## src/rtl/clk2_timer_pkg.sv

```systemverilog
`default_nettype none
// ============================================================================
// Module   : clk2_timer_pkg
// Purpose  : Shared types and defaults for the clk2 tick timer slice.
//            - timer_state_t : FSM state encoding (IDLE / RUN / DONE)
//            - CNT_W_DEF     : default width of the tick counters
//            - is_last_tick  : helper that flags the final tick of a run
// Revision : 1.0 - initial release
// ============================================================================
package clk2_timer_pkg;

    typedef enum logic [1:0] {
        IDLE = 2'd0,
        RUN  = 2'd1,
        DONE = 2'd2
    } timer_state_t;

    localparam int CNT_W_DEF = 8;

    // True when the remaining count is exactly one. The tick that arrives
    // while this holds is the one that ends the run.
    function automatic logic is_last_tick(input logic [31:0] cnt);
        return (cnt == 32'd1);
    endfunction

endpackage : clk2_timer_pkg
`default_nettype wire

```

## src/rtl/clk2_tick_timer_rise_detect.sv

```systemverilog
`default_nettype none
// ============================================================================
// Module   : rise_detect
// Purpose  : Rising-edge detector for a level that is already synchronous
//            to clk. Produces a one-cycle pulse on the cycle the level
//            first reads high after having been low.
// Ports    : clk   - system clock
//            rst_n - synchronous active-low reset
//            d     - level to watch
//            pulse - d & ~d_delayed (combinational)
// Revision : 1.0 - initial release
// ============================================================================
module rise_detect (
    input  logic clk,
    input  logic rst_n,
    input  logic d,
    output logic pulse
);

    logic r_d;

    // The delayed copy resets high: if d is already high when reset lifts,
    // that level is treated as old news rather than a fresh edge.
    always_ff @(posedge clk) begin
        if (!rst_n) begin
            r_d <= 1'b1;
        end else begin
            r_d <= d;
        end
    end

    assign pulse = d & ~r_d;

endmodule : rise_detect
`default_nettype wire

```

## src/rtl/clk2_tick_timer.sv

```systemverilog
`default_nettype none
// ============================================================================
// Module   : clk2_tick_timer
// Purpose  : Consumes the divided clock level clk2, turns each rising edge
//            into a one-cycle tick, and runs a programmable down-count timer
//            measured in ticks with a start/done/ack handshake and optional
//            auto-reload. Ticks seen while running are also counted.
// Ports    : clk         - system clock
//            rst_n       - synchronous active-low reset
//            clk2        - divided clock level, synchronous to clk
//            start       - start request, honoured only in IDLE
//            load_val    - timer length in ticks, latched on accepted start
//            auto_reload - sampled when ack is accepted in DONE
//            ack         - acknowledges done
//            abort       - forces a return to IDLE from any state
//            tick        - clk2 rising edge (combinational)
//            busy        - timer running (registered)
//            done        - timer expired, awaiting ack (registered)
//            count_q     - remaining ticks
//            tick_cnt    - ticks seen in RUN, wraps modulo 2^CNT_W
// Revision : 1.0 - initial release
// ============================================================================
module clk2_tick_timer
    import clk2_timer_pkg::*;
#(
    parameter int CNT_W = CNT_W_DEF
) (
    input  logic             clk,
    input  logic             rst_n,
    input  logic             clk2,
    input  logic             start,
    input  logic [CNT_W-1:0] load_val,
    input  logic             auto_reload,
    input  logic             ack,
    input  logic             abort,
    output logic             tick,
    output logic             busy,
    output logic             done,
    output logic [CNT_W-1:0] count_q,
    output logic [CNT_W-1:0] tick_cnt
);

    localparam logic [CNT_W-1:0] c_one = {{(CNT_W-1){1'b0}}, 1'b1};

    timer_state_t     r_state;
    logic             r_busy;
    logic             r_done;
    logic [CNT_W-1:0] r_count;
    logic [CNT_W-1:0] r_reload;
    logic [CNT_W-1:0] r_tick_cnt;
    logic             w_tick;
    logic             w_last;

    rise_detect u_rise_detect (
        .clk   (clk),
        .rst_n (rst_n),
        .d     (clk2),
        .pulse (w_tick)
    );

    assign w_last = is_last_tick(32'(r_count));

    // Single FSM process. busy/done are written alongside every state
    // transition so they always equal the decode of the state register
    // without an extra combinational layer on the outputs.
    always_ff @(posedge clk) begin
        if (!rst_n) begin
            r_state    <= IDLE;
            r_busy     <= 1'b0;
            r_done     <= 1'b0;
            r_count    <= '0;
            r_reload   <= '0;
            r_tick_cnt <= '0;
        end else if (abort) begin
            // tick_cnt deliberately holds: a tick coinciding with abort is
            // not counted.
            r_state <= IDLE;
            r_busy  <= 1'b0;
            r_done  <= 1'b0;
            r_count <= '0;
        end else begin
            case (r_state)
                IDLE: begin
                    if (start) begin
                        r_reload <= load_val;
                        r_count  <= load_val;
                        if (load_val == '0) begin
                            // Zero-length run completes immediately.
                            r_state <= DONE;
                            r_done  <= 1'b1;
                        end else begin
                            r_state <= RUN;
                            r_busy  <= 1'b1;
                        end
                    end
                end

                RUN: begin
                    if (w_tick) begin
                        r_tick_cnt <= r_tick_cnt + c_one;
                        if (w_last) begin
                            r_count <= '0;
                            r_state <= DONE;
                            r_busy  <= 1'b0;
                            r_done  <= 1'b1;
                        end else begin
                            r_count <= r_count - c_one;
                        end
                    end
                end

                DONE: begin
                    // Ticks are ignored here; one coinciding with ack is
                    // dropped, and a reload entry is not decremented until
                    // the next tick seen in RUN.
                    if (ack) begin
                        r_done <= 1'b0;
                        if (auto_reload && (r_reload != '0)) begin
                            r_count <= r_reload;
                            r_state <= RUN;
                            r_busy  <= 1'b1;
                        end else begin
                            r_state <= IDLE;
                        end
                    end
                end

                default: begin
                    r_state <= IDLE;
                    r_busy  <= 1'b0;
                    r_done  <= 1'b0;
                    r_count <= '0;
                end
            endcase
        end
    end

    assign tick     = w_tick;
    assign busy     = r_busy;
    assign done     = r_done;
    assign count_q  = r_count;
    assign tick_cnt = r_tick_cnt;

endmodule : clk2_tick_timer
`default_nettype wire

```

## config.mk

```make
export PLATFORM = sky130hd
export DESIGN_NAME = clk2_tick_timer
export DESIGN_NICKNAME = d
export VERILOG_FILES = /design/src/rtl/clk2_timer_pkg.sv /design/src/rtl/clk2_tick_timer_rise_detect.sv /design/src/rtl/clk2_tick_timer.sv
export SDC_FILE = /design/constraint.sdc
export NUM_CORES = 1
export LEC_CHECK = 0
export CAP_MARGIN = 5
export CORE_MARGIN = 4
export CORE_UTILIZATION = 25
export CTS_CLUSTER_DIAMETER = 100
export CTS_CLUSTER_SIZE = 20
export DETAILED_ROUTE_END_ITERATION = 16
export PLACE_DENSITY = 0.5
export REMOVE_ABC_BUFFERS = 1
export SLEW_MARGIN = 5
export SYNTH_ARGS = -nofsm -noshare
export SYNTH_HDL_FRONTEND = slang
export SYNTH_HIERARCHICAL = 1
export SYNTH_SLANG_ARGS = --single-unit
```

## constraint.sdc

```tcl
create_clock -name clk -period 1.9 [get_ports clk]
set_input_delay 0.38 -clock clk [delete_from_list [all_inputs] [get_ports clk]]
set_output_delay 0.38 -clock clk [all_outputs]
set_load 0.05 [all_outputs]
```

Word level (Yosys, flattened, before mapping) --
Index checks and enable logic that the tools add are counted. W data, S select, Z words.
Cells by class: multiplexer cells 26, reduce and logical (&&, ||, !) cells 11, equal/unequal tests 10, bitwise operators 4, add/subtract/negate cells 2
Operator list (number):
- $mux W8 | 5
- $pmux W8 S3 | 1
- $ne A2 B2 Y1 const B | 7
- $mux W1 | 12
- $mux W2 | 5
- $add A8 B1 Y8 const B | 1
- $eq A8 B1 Y1 const B | 1
- $logic_not A8 Y1 | 1
- $reduce_and A4 Y1 | 2
- $reduce_bool A8 Y1 | 1
- $sub A8 B1 Y8 const B | 1
- $pmux W1 S3 | 2
- $pmux W2 S3 | 1
- $reduce_and A3 Y1 | 2
- $reduce_and A6 Y1 | 1
- $reduce_and A5 Y1 | 1
- $not A1 Y1 | 3
- $eq A2 B1 Y1 const B | 1
- $eq A2 B2 Y1 const B | 1
- $logic_not A2 Y1 | 1
- $reduce_or A2 Y1 | 1
- $and A1 B1 Y1 | 1
- $logic_and A1 B1 Y1 | 1
Storage, ports and cells: bits of input ports 15, word-level logic and storage cells 60, flip-flop bits (word level) 29, output and inout port bits 19

Depth between registers and ports, before layout --
Gate-level depths: netlist (run 1).
word-level depth 5, mapped depth 7, mapped depth without buffers 7

Modules after synthesis --
Netlist (run 1), hierarchy kept.
By module, submodules not included:
- clk2_tick_timer | area an instance 1639.1 um^2, times used 1, cells an instance 189, sequential area each 560.5 um^2
- rise_detect | area an instance 40.0 um^2, times used 1, cells an instance 3, sequential area each 20.0 um^2

Worst setup path after synthesis (run 1) --
OpenSTA, ideal clock, no wires.
path type register -> register, start point reg r_count[0] (netlist: count_q[0]), end point reg r_state[0], slack -0.283 ns, clock period less this slack 2.183 ns, stages on the path, launching flop included 7, library setup time 0.134 ns, data required time 1.766 ns, arrival 2.049 ns, buffers on the path 0, cells stage by stage dfxtp_1 > ha_1 > or3b_2 > o21ai_2 > nor3b_4 > o31a_2 > a211oi_1
On the way: cells in the longest elaborated chain, start to end 3
RTL lines:
- from (decl) | line clk2_tick_timer.sv:48 | logic [CNT_W-1:0] r_count;
- from (signal assigned) | line clk2_tick_timer.sv:86 | r_count <= load_val;
- from (signal assigned) | line clk2_tick_timer.sv:107 | r_count <= r_count - c_one;
- from (signal assigned) | line clk2_tick_timer.sv:119 | r_count <= r_reload;
- $eq A8 B1 Y1 | line clk2_timer_pkg.sv:23 | return (cnt == 32'd1);
- $ne A2 B2 Y1 (no source line)
- $reduce_and A4 Y1 (no source line)
- to (signal assigned) | line clk2_tick_timer.sv:68 | r_state <= IDLE;
- to (signal assigned) | line clk2_tick_timer.sv:77 | r_state <= IDLE;
- to (signal assigned) | line clk2_tick_timer.sv:89 | r_state <= DONE;
- to (decl) | line clk2_tick_timer.sv:45 | timer_state_t r_state;
No other way between the ends. A chain may end at the register's enable or synchronous reset.

Worst setup path after layout (run 1) --
start point reg r_count[1] (netlist: count_q[1]), end point reg r_state[0]
Same word-level chain as after synthesis.

==> results.cfg, run 1 <==
[finish]
final-seq-area_sq_um = 580.6
fillers = 675
drive_gt1_frac = 0.3027
nNetsFinal = 278
multiInputGateArea_sq_um = 1022
final_cells = 338
diodes = 0
areaGrowthSynthToFinish_pct = 44.19
fin_util = 0.3770

[worst_setup_path]
cpMaxStageDelayCell = or3b_4
r2r_setup_slack_ns = 0.12
slowest_delay_ns = 0.42
timing.rr.start = count_q[1]$_SDFFE_PP0P_
cp-end-kind = flop
critPathMaxFanout = 3
cp_top_family = simple AND/OR/NAND/NOR gates
critPathKind = reg -> reg
r2r_cells = 7
critical_path.startpoint_type = flop
worstSetupStartpoint = count_q[1]$_SDFFE_PP0P_
worstPathArrival_ns = 1.94
required_ns = 2.06
crit_buf_inv = 1
r2r_end = r_state[0]$_SDFFE_PP0P_
crit_chain = inv_1 > ha_2 > or3b_4 > o21ai_4 > nor3b_4 > o31a_2 > a211oi_1

[timing]
rsz0062_at_grt = no
tns_ns = 0
min_period_ns = 1.780
worstMarginPinSlew_ns = 0.3605
clock.fmax_mhz = 561.8
finalHoldViolCount = 0
drv_slew = 0
setup_ws_ns = 0.1199
fin_skew_ns = 0.006424
finalSetupViolCount = 0
fin_crit_sh = 0.9369
slew-limit-headroom = 0.7578
holdWs_ns = 0.4733

[power]
p_leak_nw = 1.025
p_per_area_nw_per_um2 = 725.2
ir_drop_mv = 0.3550

[logic_synthesis]
synth_top_cell_area_share = 0.3458
yosys_warnings = 6
synth_cells = 192
synth.cell_area_sq_um = 1679
avgSynthCellArea_sq_um = 8.745
ys.flop_type = dfxtp_1
synth_seq_cells = 29
yosysUniqueCellTypes = 48
yosysTopAreaCell = dfxtp_1
synth_area_leaders = dfxtp_1, mux2i_1, nand2_1, a21boi_0, xnor2_1
async_reset_ff_frac = 0
synth_edf_count = 0
ys_seq_area_frac = 0.3458

[floorplanning]
pin_count = 34
die_height_um = 89.96
coreArea_sq_um = 6422
die_area_sq_um = 8092
die_w_um = 89.96
rows = 29
initial_core_util = 0.2614

[route]
via_count = 1635
first_pass_iters = 4
drt-vias-per-instance = 4.837
wire_per_inst_um = 13.59
postRouteAntennaNets = 0
drtIter0Drc = 60
drc = 0
finalWirelength_mm = 4.592

[worst_hold_path]
min_path_cells = 2
hp-start = r_reload[3]$_SDFFE_PN0P_
hold_path.class = reg -> reg
worst_hold_path.endpoint = r_reload[3]$_SDFFE_PN0P_

[clock_tree]
cts.clk_slew.worst_paths_ns = 0.06
cts_sinks = 29
cts_htree_levels = 2
max-clock-path-buffers = 2
clock_latency_ns = 0.28
root_buffer = clkbuf_8
numCtsBuffers = 5
cts_tree = done

[global_routing]
grt_max_degree = 18
grt-ovfl-total = 0
grt_pass1_wl_mm = 7.686
grt_pass1_vias = 1576
antenna_found_initial = 0
track_usage = 0.1164

[place]
dp_slack_ns = -0.2157
post-place-cells = 329
io_buffers = 33
gp_congestion = 0.8616
hpwlAfterDp_mm = 3.618

[run_status]
status = complete, no violations

[flow_run]
maxCapViolations = 0
-- worst max-delay path by stage --
| stage | end | cells past startpoint |
|---|---|---|
| global placement | done$_SDFFE_PP0P_ | 8 |
| detailed placement | tick_cnt[7]$_SDFFE_PN0P_ | 7 |
| floorplan | tick_cnt[7]$_SDFFE_PN0P_ | 6 |
| global route | done$_SDFFE_PP0P_ | 7 |
| CTS | r_state[0]$_SDFFE_PP0P_ | 7 |
| finish | r_state[0]$_SDFFE_PP0P_ | 7 |
-- worst register-to-register path: stages, from the launching register on --
cell and delay, ns:
dfxtp_1 0.31, inv_1 0.07, ha_2 0.20, or3b_4 0.42, o21ai_4 0.18, nor3b_4 0.22
o31a_2 0.20, a211oi_1 0.07
-- cells in the mapped netlist, types with 2 or more instances --
| cell type | number |
|---|---|
| nor4_1 | 2 |
| nor2b_1 | 2 |
| ha_1 | 3 |
| or4_2 | 2 |
| a21boi_0 | 9 |
| and2b_2 | 2 |
| clkbuf_1 | 2 |
| nand2_1 | 26 |
| o21ai_0 | 10 |
| and3_1 | 4 |
| and2_1 | 7 |
| nand3_1 | 5 |
| nand4_1 | 3 |
| o22ai_1 | 3 |
| o31a_2 | 2 |
| nor2b_4 | 2 |
| nor2_1 | 11 |
| o211a_1 | 2 |
| nand2b_1 | 4 |
| xnor2_1 | 6 |
| dfxtp_1 | 29 |
| a21oi_1 | 7 |
| a22oi_1 | 2 |
| mux2i_1 | 11 |
| nor3_1 | 3 |
| buf_6 | 3 |
| o32ai_1 | 2 |
| inv_1 | 6 |
| clkbuf_8 | 2 |
| or4_1 | 2 |
-- metrics by stage --
step,instance area [sq um],total power [mW]
floorplan,1607,0.8324
global placement,2261,0.9962
detailed placement,2261,0.9951
CTS,2402,1.774
global route,2421,1.837
finish,2421,1.756
-- final cells by class --
cell class	count	share of cell area
Clock buffer	5	0.02842
Sequential cell	29	0.2398
Multi-Input combinational cell	149	0.4222
Clock inverter	3	0.02687
Inverter	6	0.009302
Timing Repair Buffer	69	0.2336
Tap cell	77	0.03979
-- cells by family (layout without fill, tap and decap cells) --
kind of cell    after synthesis  in the layout  share of synthesized area
simple gates                 82             82                     0.2817
compound gates               46             46                     0.1915
flops                        29             29                     0.3458
buf+inv                      14             83                    0.05663
mux                          11             11                    0.06558
xor+xnor                      7              7                    0.03651
fa+ha+maj                     3              3                    0.02236
-- state kept, by name, indices dropped and copies added, names as in the netlist --
name,cells
busy,1
count_q,8
done,1
r_reload,8
r_state,2
tick_cnt,8
u_rise_detect/r_d,1
-- layout by cell type, fill, tap and decap left out, types with 6 or more instances in the layout --
master	n
dfxtp_1	29
inv_1	6
nand2_1	26
and2_1	7
a21oi_1	7
mux2i_1	11
o21ai_0	10
a21boi_0	9
buf_4	54
clkdlybuf4s50_1	14
nor2_1	11
xnor2_1	6
-- what timing repair did --
| action | in CTS | in global routing |
|---|---|---|
| pin swaps | 0 | 1 |
| setup buffers | 1 | 0 |
| resized for setup | 0 | 4 |
| hold buffers | 0 | 0 |
| endpoints found under the setup margin | 3 | 8 |
-- report_power, final --
part           leakage, nW  switching, mW  total [mW]  internal [mW]
Sequential           0.236         0.0161       0.645          0.629
Combinational        0.721          0.180       0.343          0.164
Clock               0.0681          0.247       0.767          0.521
Total                 1.02          0.442        1.76           1.31
-- routing by layer --
layer  track usage  vias to the layer above  wire length, um
li1              -                      828                -
met1        0.1494                      757             2157
met2        0.1886                       41             2135
met3       0.03088                        9              219
met4       0.04082                        0               80
met5             0                        -                0
Power figures use the tool's default switching activity.
==> run 2, diff against run 1 <==
--- a/config.mk
+++ b/config.mk
@@ -11,7 +11,7 @@
 export CTS_CLUSTER_DIAMETER = 100
 export CTS_CLUSTER_SIZE = 20
 export DETAILED_ROUTE_END_ITERATION = 16
-export PLACE_DENSITY = 0.5
+export PLACE_DENSITY = 0.49
 export REMOVE_ABC_BUFFERS = 1
 export SLEW_MARGIN = 5
 export SYNTH_ARGS = -nofsm -noshare
==> constraint.sdc (replaced) <==
create_clock -name clk -period 1.93 [get_ports clk]
set_input_delay 0.386 -clock clk [delete_from_list [all_inputs] [get_ports clk]]
set_output_delay 0.386 -clock clk [all_outputs]
set_load 0.05 [all_outputs]
==> run 2 against run 1 <==
Net effect: critical endpoint is now tick_cnt[6]; count of clock-buffer cells in the layout grew 1; largest cell class unchanged; via count shrank 5.3%; setup slack got worse by 0.056 ns; global-route usage shrank 0.058 points; final area is 0.31% lower; worst hold slack gained 0.0046 ns; core utilization shrank 0.12 points; cell count did not move; sequential power is 2% lower; register-to-register slack gained 0.05 ns; non-clock buffer count is the same.
==> results.cfg, run 2 (same netlist as run 1, synthesis figures left out) <==
[clock_tree]
max-clock-path-buffers = 2
cts_htree_levels = 2
clock_latency_ns = 0.28
cts.clk_slew.worst_paths_ns = 0.07
numCtsBuffers = 5
postCtsSetupRepairBufs = 0
cts_sinks = 29
cts_tree = done
root_buffer = clkbuf_8

[route]
drtIter0Drc = 39
drc = 0
first_pass_iters = 4
postRouteAntennaNets = 0
wire_per_inst_um = 13.33
drt-vias-per-instance = 4.580
via_count = 1548
finalWirelength_mm = 4.504

[worst_setup_path]
cp_top_family = buffers and inverters
cp-end-kind = primary output
critical_path.startpoint_type = flop
critPathKind = reg -> out
worstPathArrival_ns = 1.48
cp.depth = 1
r2r_cells = 7
slowest_delay_ns = 0.82
crit_chain = clkdlybuf4s50_1
required_ns = 1.54
cpMaxStageDelayCell = clkdlybuf4s50_1
critPathMaxFanout = 3
crit_buf_inv = 1

[timing]
finalHoldViolCount = 0
fin_skew_ns = 0.007893
finalSetupViolCount = 0
holdWs_ns = 0.4778
slew-limit-headroom = 0.6663
drv_slew = 0
min_period_ns = 1.866
fin_crit_sh = 0.9668
worstMarginPinSlew_ns = 0.4990
rsz0062_at_grt = no
clock.fmax_mhz = 535.9

[floorplanning]
die_height_um = 89.96
rows = 29
die_w_um = 89.96
initial_core_util = 0.2614
die_area_sq_um = 8092
coreArea_sq_um = 6422
pin_count = 34

[finish]
multiInputGateArea_sq_um = 1016
fin_util = 0.3758
layout_commonest_cell = buf_4
final-seq-area_sq_um = 580.6
fillers = 662
drive_gt1_frac = 0.2835
diodes = 0
areaGrowthSynthToFinish_pct = 43.74
nNetsFinal = 278
final_cell_mix = buf_4, dfxtp_1, nand2_1, clkdlybuf4s50_1

[flow_run]
maxCapViolations = 0

[power]
ir_drop_mv = 0.3273
p_per_area_nw_per_um2 = 680.9
p_leak_nw = 1.005

[global_routing]
grt_pass1_wl_mm = 7.734
grt_pass1_vias = 1621
antenna_found_initial = 0
grt-ovfl-total = 0
grt_max_degree = 18
track_usage = 0.1158

[place]
hpwlAfterDp_mm = 3.557
io_buffers = 33
gp_congestion = 0.7975

[run_status]
status = complete, no violations

[worst_hold_path]
hold_path.class = reg -> reg
min_path_cells = 2
run 2: timing repair:
item,4_1_cts,5_1_grt
hold buffers,0,0
gates resized for setup,0,3
setup endpoints to repair,0,7
run 2: worst paths after layout:
kind                                 start                        to  slack (ns)
hold / removal    r_reload[3]$_SDFFE_PN0P_  r_reload[3]$_SDFFE_PN0P_        0.48
setup / recovery  tick_cnt[6]$_SDFFE_PN0P_               tick_cnt[6]        0.06
hold reg to reg   r_reload[3]$_SDFFE_PN0P_  r_reload[3]$_SDFFE_PN0P_        0.48
setup reg to reg   count_q[1]$_SDFFE_PP0P_         done$_SDFFE_PP0P_        0.17
run 2: power by group:
part           leakage, nW  internal, mW  switching, mW
Clock               0.0574         0.420          0.252
Combinational        0.712         0.162          0.175
Sequential           0.236         0.619         0.0154
run 2: layout make-up:
type / count / share of cell area
Timing Repair Buffer: 69 / 0.2395
Multi-Input combinational cell: 149 / 0.4209
Clock inverter: 2 / 0.01555
Inverter: 6 / 0.009331
Clock buffer: 6 / 0.03421
Sequential cell: 29 / 0.2405
Tap cell: 77 / 0.03992
run 2: per-layer routing:
| layer | up-vias | wire (um) | global-route usage |
|---|---|---|---|
| li1 | 824 | - | - |
| met5 | - | 0 | 0 |
| met4 | 0 | 46 | 0.03444 |
| met2 | 25 | 1978 | 0.1830 |
| met1 | 694 | 2296 | 0.1540 |
| met3 | 5 | 183 | 0.03255 |
run 2: per-stage QoR:
step	setup WS, ns	setup TNS (ns)	power, mW	cells	area (sq um)
floorplan	-0.3771	-2.813	0.8194	184	1607
global placement	-0.1520	-1.594	0.9846	330	2281
detailed placement	-0.1883	-1.721	0.9835	330	2281
CTS	0.05115	0	1.659	338	2401
global route	0.01872	0	1.721	338	2414
finish	0.06409	0	1.643	338	2414
==> run 3, diff against run 2 <==
--- a/config.mk
+++ b/config.mk
@@ -5,10 +5,10 @@
 export SDC_FILE = /design/constraint.sdc
 export NUM_CORES = 1
 export LEC_CHECK = 0
+export ABC_CLOCK_PERIOD_IN_PS = 1930
 export CAP_MARGIN = 5
-export CORE_MARGIN = 4
+export CORE_MARGIN = 2
 export CORE_UTILIZATION = 25
-export CTS_CLUSTER_DIAMETER = 100
 export CTS_CLUSTER_SIZE = 20
 export DETAILED_ROUTE_END_ITERATION = 16
 export PLACE_DENSITY = 0.49
==> run 3 against run 2 <==
Net effect: power down 10%; die area down 8.7%; highest routed layer unchanged; clock power down 25%; core utilization down 0.74 points.
==> results.cfg, run 3 (same netlist as run 1, synthesis figures left out) <==
[run_status]
status = complete, no violations

[floorplanning]
die_w_um = 85.96
die_area_sq_um = 7388
initial_core_util = 0.2614
pin_count = 34
die_height_um = 85.96
rows = 29
coreArea_sq_um = 6422

[worst_setup_path]
cpMaxStageDelayCell = clkdlybuf4s50_1
r2r_cells = 5
critPathKind = reg -> out
cp-end-kind = primary output
timing.rr.start = r_state[1]$_SDFFE_PP0P_
crit_chain = clkdlybuf4s50_1
r2r_end = busy$_SDFFE_PP0P_
r2r_setup_slack_ns = 0.14
critical_path.startpoint_type = flop
slowest_delay_ns = 0.82
crit_buf_inv = 1
worstPathArrival_ns = 1.48
worstSetupStartpoint = tick_cnt[1]$_SDFFE_PN0P_
required_ns = 1.54
cp_top_family = buffers and inverters
critPathMaxFanout = 4

[route]
wire_per_inst_um = 13.09
finalWirelength_mm = 4.399
drt-vias-per-instance = 4.750
postRouteAntennaNets = 0
drc = 0
drtIter0Drc = 53
wl_met1_mm = 2.282
routed-wl-met2_mm = 1.864
first_pass_iters = 4
topRoutingLayerUsed = met4
dr_wl_met3_um = 178
via_count = 1596

[clock_tree]
cts_tree = done
cts_sinks = 29
cts-hold-fix-buffers = 0
clock_latency_ns = 0.29
numCtsBuffers = 5
cts_htree_levels = 2
max-clock-path-buffers = 2
root_buffer = clkbuf_8
cts.clk_slew.worst_paths_ns = 0.07

[timing]
drv_slew = 0
worstMarginPinSlew_ns = 0.4918
fin_crit_sh = 0.9690
fin_skew_ns = 0.006009
tns_ns = 0
rsz0062_at_grt = no
min_period_ns = 1.870
finalHoldViolCount = 0
slew-limit-headroom = 0.6711
finalSetupViolCount = 0
clock.fmax_mhz = 534.7

[global_routing]
grt_max_degree = 18
grt_pass1_vias = 1496
antenna_found_initial = 0
grt_pass1_wl_mm = 7.348
track_usage = 0.1268
grt-ovfl-total = 0

[worst_hold_path]
min_path_cells = 2
hold_path.class = reg -> reg
worst_hold_path.endpoint = busy$_SDFFE_PP0P_
hp-start = busy$_SDFFE_PP0P_

[place]
io_buffers = 33
hpwlAfterDp_mm = 3.483
gp_congestion = 0.8386
post-place-cells = 327

[power]
ir_drop_mv = 0.1985
p_leak_nw = 0.9764
finalPower_mw = 1.471
p_per_area_nw_per_um2 = 621.9

[finish]
drive_gt1_frac = 0.2741
final_cell_mix = buf_4, dfxtp_1, nand2_1, clkdlybuf4s50_1
nNetsFinal = 276
layout_commonest_cell = buf_4
areaGrowthSynthToFinish_pct = 40.91
final_cells = 336
diodes = 0

[flow_run]
maxCapViolations = 0
==> run 3: layout make-up <==
type                       count  area [sq um]
sequential                    29         580.6
clock buffer                   5         68.82
clock inverter                 3         17.52
timing repair buffer          67         565.5
tap                           77         96.34
fill                         684          4056
multi-input combinational    149          1015
inverter                       6         22.52
==> run 3: worst max path at each step <==
stage / to / slack (ns) / depth (start not counted)
after floorplan: tick_cnt[7]$_SDFFE_PN0P_ / -0.38 / 6
after global placement: tick_cnt[7]$_SDFFE_PN0P_ / -0.15 / 7
after detailed placement: tick_cnt[7]$_SDFFE_PN0P_ / -0.23 / 7
after CTS: done$_SDFFE_PP0P_ / 0.04 / 7
after global routing: count_q[5]$_SDFFE_PP0P_ / 0.001 / 6
final: tick_cnt[1] / 0.06 / 1
==> run 3: through the flow <==
step	setup WS [ns]	util	hold slack (ns)	instance area [sq um]
2_1_floorplan	-0.3771	-	0.4506	1607
3_3_place_gp	-0.1516	0.3520	0.4619	2261
3_5_place_dp	-0.2332	0.3520	0.4702	2261
4_1_cts	0.04418	0.3655	0.4797	2347
5_1_grt	0.001379	0.3684	0.5052	2366
6_report	0.05980	0.3684	0.4749	2366
==> run 3: where the power goes <==
part           switching (mW)  internal [mW]  total [mW]
Clock                   0.255          0.248       0.504
Sequential             0.0175          0.619       0.636
Combinational           0.172          0.160       0.331
Total                   0.444           1.03        1.47
==> run 3: timing repair <==
| action | in CTS | in global routing |
|---|---|---|
| buffers inserted | 0 | 1 |
| endpoints found under the setup margin | 0 | 7 |
| gates resized for setup | 0 | 3 |
==> run 3: per-layer routing <==
layer,vias to the layer above,global-route usage
li1,826,-
met1,727,0.1751
met2,34,0.1882
met3,9,0.03369
met4,0,0.04762
met5,-,0
